[src/rtl/matrix_result_serializer.sv]
// ---------------------------------------------------------------------------
// matrix_result_serializer
//
// Sits after matrix_multiplier. It captures one packed result matrix on the
// multiplier's out_ready/out_ack four-phase handshake. It holds that matrix in
// a single-frame buffer. It then streams the matrix one element per beat over
// a valid/ready interface. Because the ack is raised at capture, the
// multiplier is free to start its next job while this frame drains.
//
// Build option:
//   MATRIX_SER_COLMAJOR_EN  defined   -> elements emitted column-major
//                           undefined -> elements emitted row-major (default)
//   out_last always marks element (R-1,C-1), which is the final beat in
//   either order.
//
// Parameters:
//   NUM_ROWS, NUM_COLS  result matrix shape
//   WORD_WIDTH          element width (IEEE-754 single by default)
//
// Ports:
//   clk            rising-edge clock
//   rst            asynchronous active-low reset
//   In             packed matrix; element (r,c) is word r*NUM_COLS+c from MSB
//   in_ready       multiplier result valid (its out_ready)
//   in_ack         capture acknowledge (drives multiplier out_ack)
//   out_word       current element
//   out_valid      out_word valid
//   out_ready      downstream accepts the current beat
//   out_last       high with the final element of a frame
//   out_frame_cnt  completed-frame counter, wraps 255 -> 0
// ---------------------------------------------------------------------------
module matrix_result_serializer #(
    parameter int NUM_ROWS   = 2,
    parameter int NUM_COLS   = 2,
    parameter int WORD_WIDTH = 32
) (
    input  logic                                   clk,
    input  logic                                   rst,
    input  logic [NUM_ROWS*NUM_COLS*WORD_WIDTH-1:0] In,
    input  logic                                   in_ready,
    output logic                                   in_ack,
    output logic [WORD_WIDTH-1:0]                  out_word,
    output logic                                   out_valid,
    input  logic                                   out_ready,
    output logic                                   out_last,
    output logic [7:0]                             out_frame_cnt
);

    localparam int NUM_ELEMS = NUM_ROWS * NUM_COLS;
    localparam int IDX_W     = (NUM_ELEMS > 1) ? $clog2(NUM_ELEMS) : 1;
    localparam int ROW_W     = (NUM_ROWS  > 1) ? $clog2(NUM_ROWS)  : 1;
    localparam int COL_W     = (NUM_COLS  > 1) ? $clog2(NUM_COLS)  : 1;

    localparam logic [IDX_W-1:0] IDX_LAST = IDX_W'(NUM_ELEMS - 1);
`ifdef MATRIX_SER_COLMAJOR_EN
    localparam logic [ROW_W-1:0] ROW_LAST = ROW_W'(NUM_ROWS - 1);
`else
    localparam logic [COL_W-1:0] COL_LAST = COL_W'(NUM_COLS - 1);
`endif

    typedef enum logic [0:0] {
        ST_IDLE   = 1'b0,
        ST_STREAM = 1'b1
    } state_t;

    state_t                  state_q;
    state_t                  state_d;
    logic [IDX_W-1:0]        idx_q;
    logic [ROW_W-1:0]        row_q;
    logic [COL_W-1:0]        col_q;
    logic [WORD_WIDTH-1:0]   frame_p0 [NUM_ELEMS];
    logic                    in_ack_q;
    logic [7:0]              frame_cnt_q;

    logic                    capture;
    logic                    beat;
    logic                    last_beat;
    logic [IDX_W-1:0]        elem_sel;

    // A result still presented under an unreleased ack must not be taken
    // twice, so capture also waits for the ack to have dropped.
    assign capture   = (state_q == ST_IDLE) && in_ready && !in_ack_q;
    assign beat      = (state_q == ST_STREAM) && out_ready;
    // The beat counter tracks frame progress independent of emission order.
    assign last_beat = (idx_q == IDX_LAST);
    assign elem_sel  = IDX_W'(row_q) * IDX_W'(NUM_COLS) + IDX_W'(col_q);

    assign in_ack        = in_ack_q;
    assign out_frame_cnt = frame_cnt_q;

    // ---- FSM state register ----
    always_ff @(posedge clk or negedge rst) begin
        if (!rst) begin
            state_q <= ST_IDLE;
        end else begin
            state_q <= state_d;
        end
    end

    // ---- FSM next state and stream outputs ----
    always_comb begin
        state_d   = state_q;
        out_valid = 1'b0;
        out_word  = '0;
        out_last  = 1'b0;
        case (state_q)
            ST_IDLE: begin
                if (capture) begin
                    state_d = ST_STREAM;
                end
            end
            ST_STREAM: begin
                out_valid = 1'b1;
                out_word  = frame_p0[elem_sel];
                out_last  = last_beat;
                if (beat && last_beat) begin
                    state_d = ST_IDLE;
                end
            end
            default: begin
                state_d = ST_IDLE;
            end
        endcase
    end

    // ---- Capture stage: frame buffer, written only on the capture edge ----
    always_ff @(posedge clk or negedge rst) begin
        if (!rst) begin
            for (int e = 0; e < NUM_ELEMS; e++) begin
                frame_p0[e] <= '0;
            end
        end else if (capture) begin
            for (int e = 0; e < NUM_ELEMS; e++) begin
                frame_p0[e] <= In[(NUM_ELEMS-1-e)*WORD_WIDTH +: WORD_WIDTH];
            end
        end
    end

    // ---- Element walk: beat counter plus row/column pointers ----
    always_ff @(posedge clk or negedge rst) begin
        if (!rst) begin
            idx_q <= '0;
            row_q <= '0;
            col_q <= '0;
        end else if (capture) begin
            idx_q <= '0;
            row_q <= '0;
            col_q <= '0;
        end else if (beat) begin
            // The pointers may step past the matrix on the final beat; they
            // are not used in IDLE and are cleared on the next capture.
            idx_q <= idx_q + 1'b1;
`ifdef MATRIX_SER_COLMAJOR_EN
            if (row_q == ROW_LAST) begin
                row_q <= '0;
                col_q <= col_q + 1'b1;
            end else begin
                row_q <= row_q + 1'b1;
            end
`else
            if (col_q == COL_LAST) begin
                col_q <= '0;
                row_q <= row_q + 1'b1;
            end else begin
                col_q <= col_q + 1'b1;
            end
`endif
        end
    end

    // ---- Ack handshake: set on capture, released once in_ready is seen low ----
    always_ff @(posedge clk or negedge rst) begin
        if (!rst) begin
            in_ack_q <= 1'b0;
        end else if (capture) begin
            in_ack_q <= 1'b1;
        end else if (!in_ready) begin
            in_ack_q <= 1'b0;
        end
    end

    // ---- Frame counter: bumps on the edge that accepts out_last ----
    always_ff @(posedge clk or negedge rst) begin
        if (!rst) begin
            frame_cnt_q <= 8'd0;
        end else if (beat && last_beat) begin
            frame_cnt_q <= frame_cnt_q + 8'd1;
        end
    end

endmodule

[config.mk]
export PLATFORM = sky130hd
export DESIGN_NAME = matrix_result_serializer
export DESIGN_NICKNAME = d
export VERILOG_FILES = /design/src/rtl/matrix_result_serializer.sv
export SDC_FILE = /design/constraint.sdc
export NUM_CORES = 1
export LEC_CHECK = 0
export ABC_AREA = 1
export CORE_ASPECT_RATIO = 2
export CORE_MARGIN = 2
export CORE_UTILIZATION = 38
export DETAILED_ROUTE_END_ITERATION = 8
export PLACE_DENSITY = 0.67
export SETUP_SLACK_MARGIN = 0.02
export SLEW_MARGIN = 20
export SYNTH_ARGS = -nofsm -noshare
export SYNTH_HDL_FRONTEND = slang
export SYNTH_SLANG_ARGS = --single-unit
[constraint.sdc]
create_clock -name clk -period 2.1 [get_ports clk]
set_input_delay 0.63 -clock clk [delete_from_list [all_inputs] [get_ports clk]]
set_output_delay 0.63 -clock clk [all_outputs]
set_load 0.01 [all_outputs]
==> qor.csv <==
stage,metric,value,unit
cts,cts_buffers,17,
sta,hold_violations,0,
yosys,syn_nets,1031,
sta,tns,-10.12,ns
yosys,yosysWarnings,0,
global_route,grt_use_total,22.74,%
place,place_congestion,0.8303,
layout,syn_to_final_growth,49.07,%
die,io_pins,175,
yosys,ys_types,22,
yosys,synth_seq_cells,142,
pwr,vdd_drop_max,0.0009552,V
global_route,grt_pass1_vias,6448,
place,io_buffers,174,
place,dpl.cell_count,1280,
yosys,synth-main-ff-cell,dfrtp_1,
route,wire_per_inst,16.89,um
cts,cts.sinks,142,
route,ant_nets,0,
route,drt-vias-per-instance,4.779,
route,wl_met1,7.889,mm
sta,relSlewSlack,63.49,%
sta,slew_violations,0,
run,cap_violations,0,
yosys,yosys-top-cells-area,"dfrtp_1 51%, nand2_1 9.6%, nor2_1 8.2%, o21ai_0 7.8%, inv_1 7.5%",
route,drtIter0Drc,186,
route,first_pass_iters,4,
layout,drive_gt1_share,23.96,%
yosys,syn_avg_cell_area,7.838,um2
layout,utilization,57.53,%
pwr,p_leak,5.172,nW
yosys,syn-instance-count,897,
yosys,yosysMostFrequentCell,nand2_1,
die,die_x,100.2,um
cts,cts_hold_buf,0,
sta,worst_slew_pin_slew,0.5476,ns
sta,finalWorstSetupSlack,-0.3666,ns
cts,cts_root_buf,clkbuf_16,
cts,clkLatencyLatePin,0.41,ns
pwr,pwr_density_cell,1530,nW/um2
route,wl_met3,664,um
yosys,synthTopCellsByCount,"180 x nand2_1, 154 x nor2_1, 142 x dfrtp_1",
die,rows,70,
yosys,ys_seq_area_share,50.54,%
yosys,synth_area,7030,um2
cts,cts_max_level,4,
sta,finalSetupViolCount,32,
global_route,grt_pass1_wl,33.59,mm
die,dieArea,19670,um2
place,dp_hpwl,15.92,mm
status,failed_checks,setup timing,
sta,fmax,0.4054,GHz
sta,finClkSkew,0.009296,ns
min_path,hp-class,in2async,
pwr,finalPower,16.04,mW
route,met2_length,12.83,mm
sta,rsz0062_at_grt,yes,
yosys,synth_top_area_cell,dfrtp_1,
die,coreArea,18220,um2
setup_path,required,1.47,ns
yosys,async_reset_ff_share,100.0,%
global_route,grt-ovfl-total,0,
die,start_util,38.59,%
layout,final_nets,1231,
layout,finalNonFillerCells,1329,
route,drt_wl_total,22.45,mm
global_route,grt_max_degree,54,
cts,cts_tree,done,
cts,clk_path_buf_depth,2,
route,top_layer,met4,
setup_path,path_class,reg2out,
global_route,antenna_found_initial,3,
sta,min_period,2.467,ns
setup_path,worstPathMaxFanout,6,
setup_path,cp.arrival,1.84,ns
sta,min_period_over_period,117.5,%
status,outcome,"finished, violations left",
setup_path,startpoint_type,flip-flop,
die,die_h,196.4,um
setup_path,setup.worst_path.end_class,output pin,
yosys,synth_top_area_share,50.54,%
yosys,synth_edf_count,0,
route,drcViolationCount,0,
cts,clk_pin_slew_worst_paths,0.06,ns
route,vias,6351,
per-stage QoR:
step / setup slack, ns / cell area (um2) / hold WS (ns)
final: -0.3666 / 10480 / 0.1743
after global routing: -0.4309 / 10480 / 0.1970
after CTS: -0.3711 / 10110 / 0.1888
after detailed placement: -0.3479 / 9201 / 0.4688
after global placement: -0.3488 / 9201 / 0.4617
after floorplan: 0.3379 / 7030 / 0.3344
state kept, by name, summed over array words and instances, names as in the netlist:
signal and count:
row_q 1, idx_q 2, col_q 1, out_frame_cnt 8
in_ack 1, state_q 1, frame_p0 128
worst max-delay path, stage by stage, from the launching register on:
cell	delay [ns]
dfrtp_4	0.51
buf_12	0.15
buf_12	0.14
buf_16	0.15
nor2_4	0.11
nor2_2	0.05
nand2_2	0.11
a21oi_2	0.05
buf_2	0.14
routing by layer:
metal / global-route usage (%) / vias to the layer above
met5: 0 / -
met4: 12.94 / 0
met3: 3.227 / 44
met2: 44.00 / 164
met1: 22.13 / 2995
li1: - / 3148
cells in the final DEF, fill, tap and decap left out, types with 6 or more instances in the layout:
| cell | n |
|---|---|
| clkdlybuf4s50_1 | 139 |
| buf_12 | 16 |
| nor2_2 | 27 |
| buf_4 | 29 |
| inv_1 | 139 |
| buf_16 | 7 |
| nand2_2 | 15 |
| buf_2 | 31 |
| nand3_1 | 9 |
| nand2_1 | 163 |
| o21ai_2 | 6 |
| o21ai_1 | 32 |
| clkbuf_16 | 21 |
| a21oi_2 | 53 |
| a21oi_1 | 12 |
| dfrtp_1 | 139 |
| nor2_4 | 33 |
| nor2_1 | 105 |
| o21ai_0 | 94 |
what timing repair did:
item                                    4_1_cts  5_1_grt
cloned                                        6        4
resized for setup                           220       75
endpoints found under the setup margin       35       34
pin swaps                                    23       85
buffers inserted                              5        1
logic make-up after synthesis:
| family | Yosys count | synth area share [%] |
|---|---|---|
| AND/OR/NAND/NOR | 358 | 20.00 |
| AO/OA/AOI/OAI | 197 | 15.73 |
| buffers and inverters | 194 | 12.87 |
| flip-flops | 142 | 50.54 |
| XOR/XNOR | 4 | 0.4983 |
| adder cells (fa/ha/maj) | 2 | 0.3559 |
path summary, 6_finish.rpt:
check | slack, ns | depth (start not counted) | endpoint | start
setup reg to reg | 0.58 | 7 | frame_p0[80]$_DFFE_PN0P_ | state_q$_DFF_PN0_
max in group asynchronous | 1.28 | 2 | frame_p0[18]$_DFFE_PN0P_ | rst
setup / recovery | -0.37 | 8 | out_word[9] | col_q$_DFFE_PN0P_
hold reg to reg | 0.48 | 2 | frame_p0[4]$_DFFE_PN0P_ | frame_p0[4]$_DFFE_PN0P_
hold / removal | 0.17 | 1 | frame_p0[103]$_DFFE_PN0P_ | rst
min in group clk | 0.48 | 2 | frame_p0[4]$_DFFE_PN0P_ | frame_p0[4]$_DFFE_PN0P_
final cells by class:
type / instances / area [um2]
Tap cell: 216 / 270.3
Fill cell: 1673 / 7737
Multi-Input combinational cell: 561 / 3017
Clock inverter: 12 / 183.9
Antenna cell: 3 / 7.507
Sequential cell: 142 / 3560
Clock buffer: 20 / 446.7
Timing Repair Buffer: 233 / 2462
Inverter: 142 / 533.0
report_power, final:
group          switching [mW]  leakage [nW]  internal [mW]
clock network            1.21         0.302           2.04
registers               0.899          1.71           3.95
logic                    4.30          3.16           3.63
total                    6.42          5.17           9.62
Note: power is estimated with default switching activity, not from simulation.
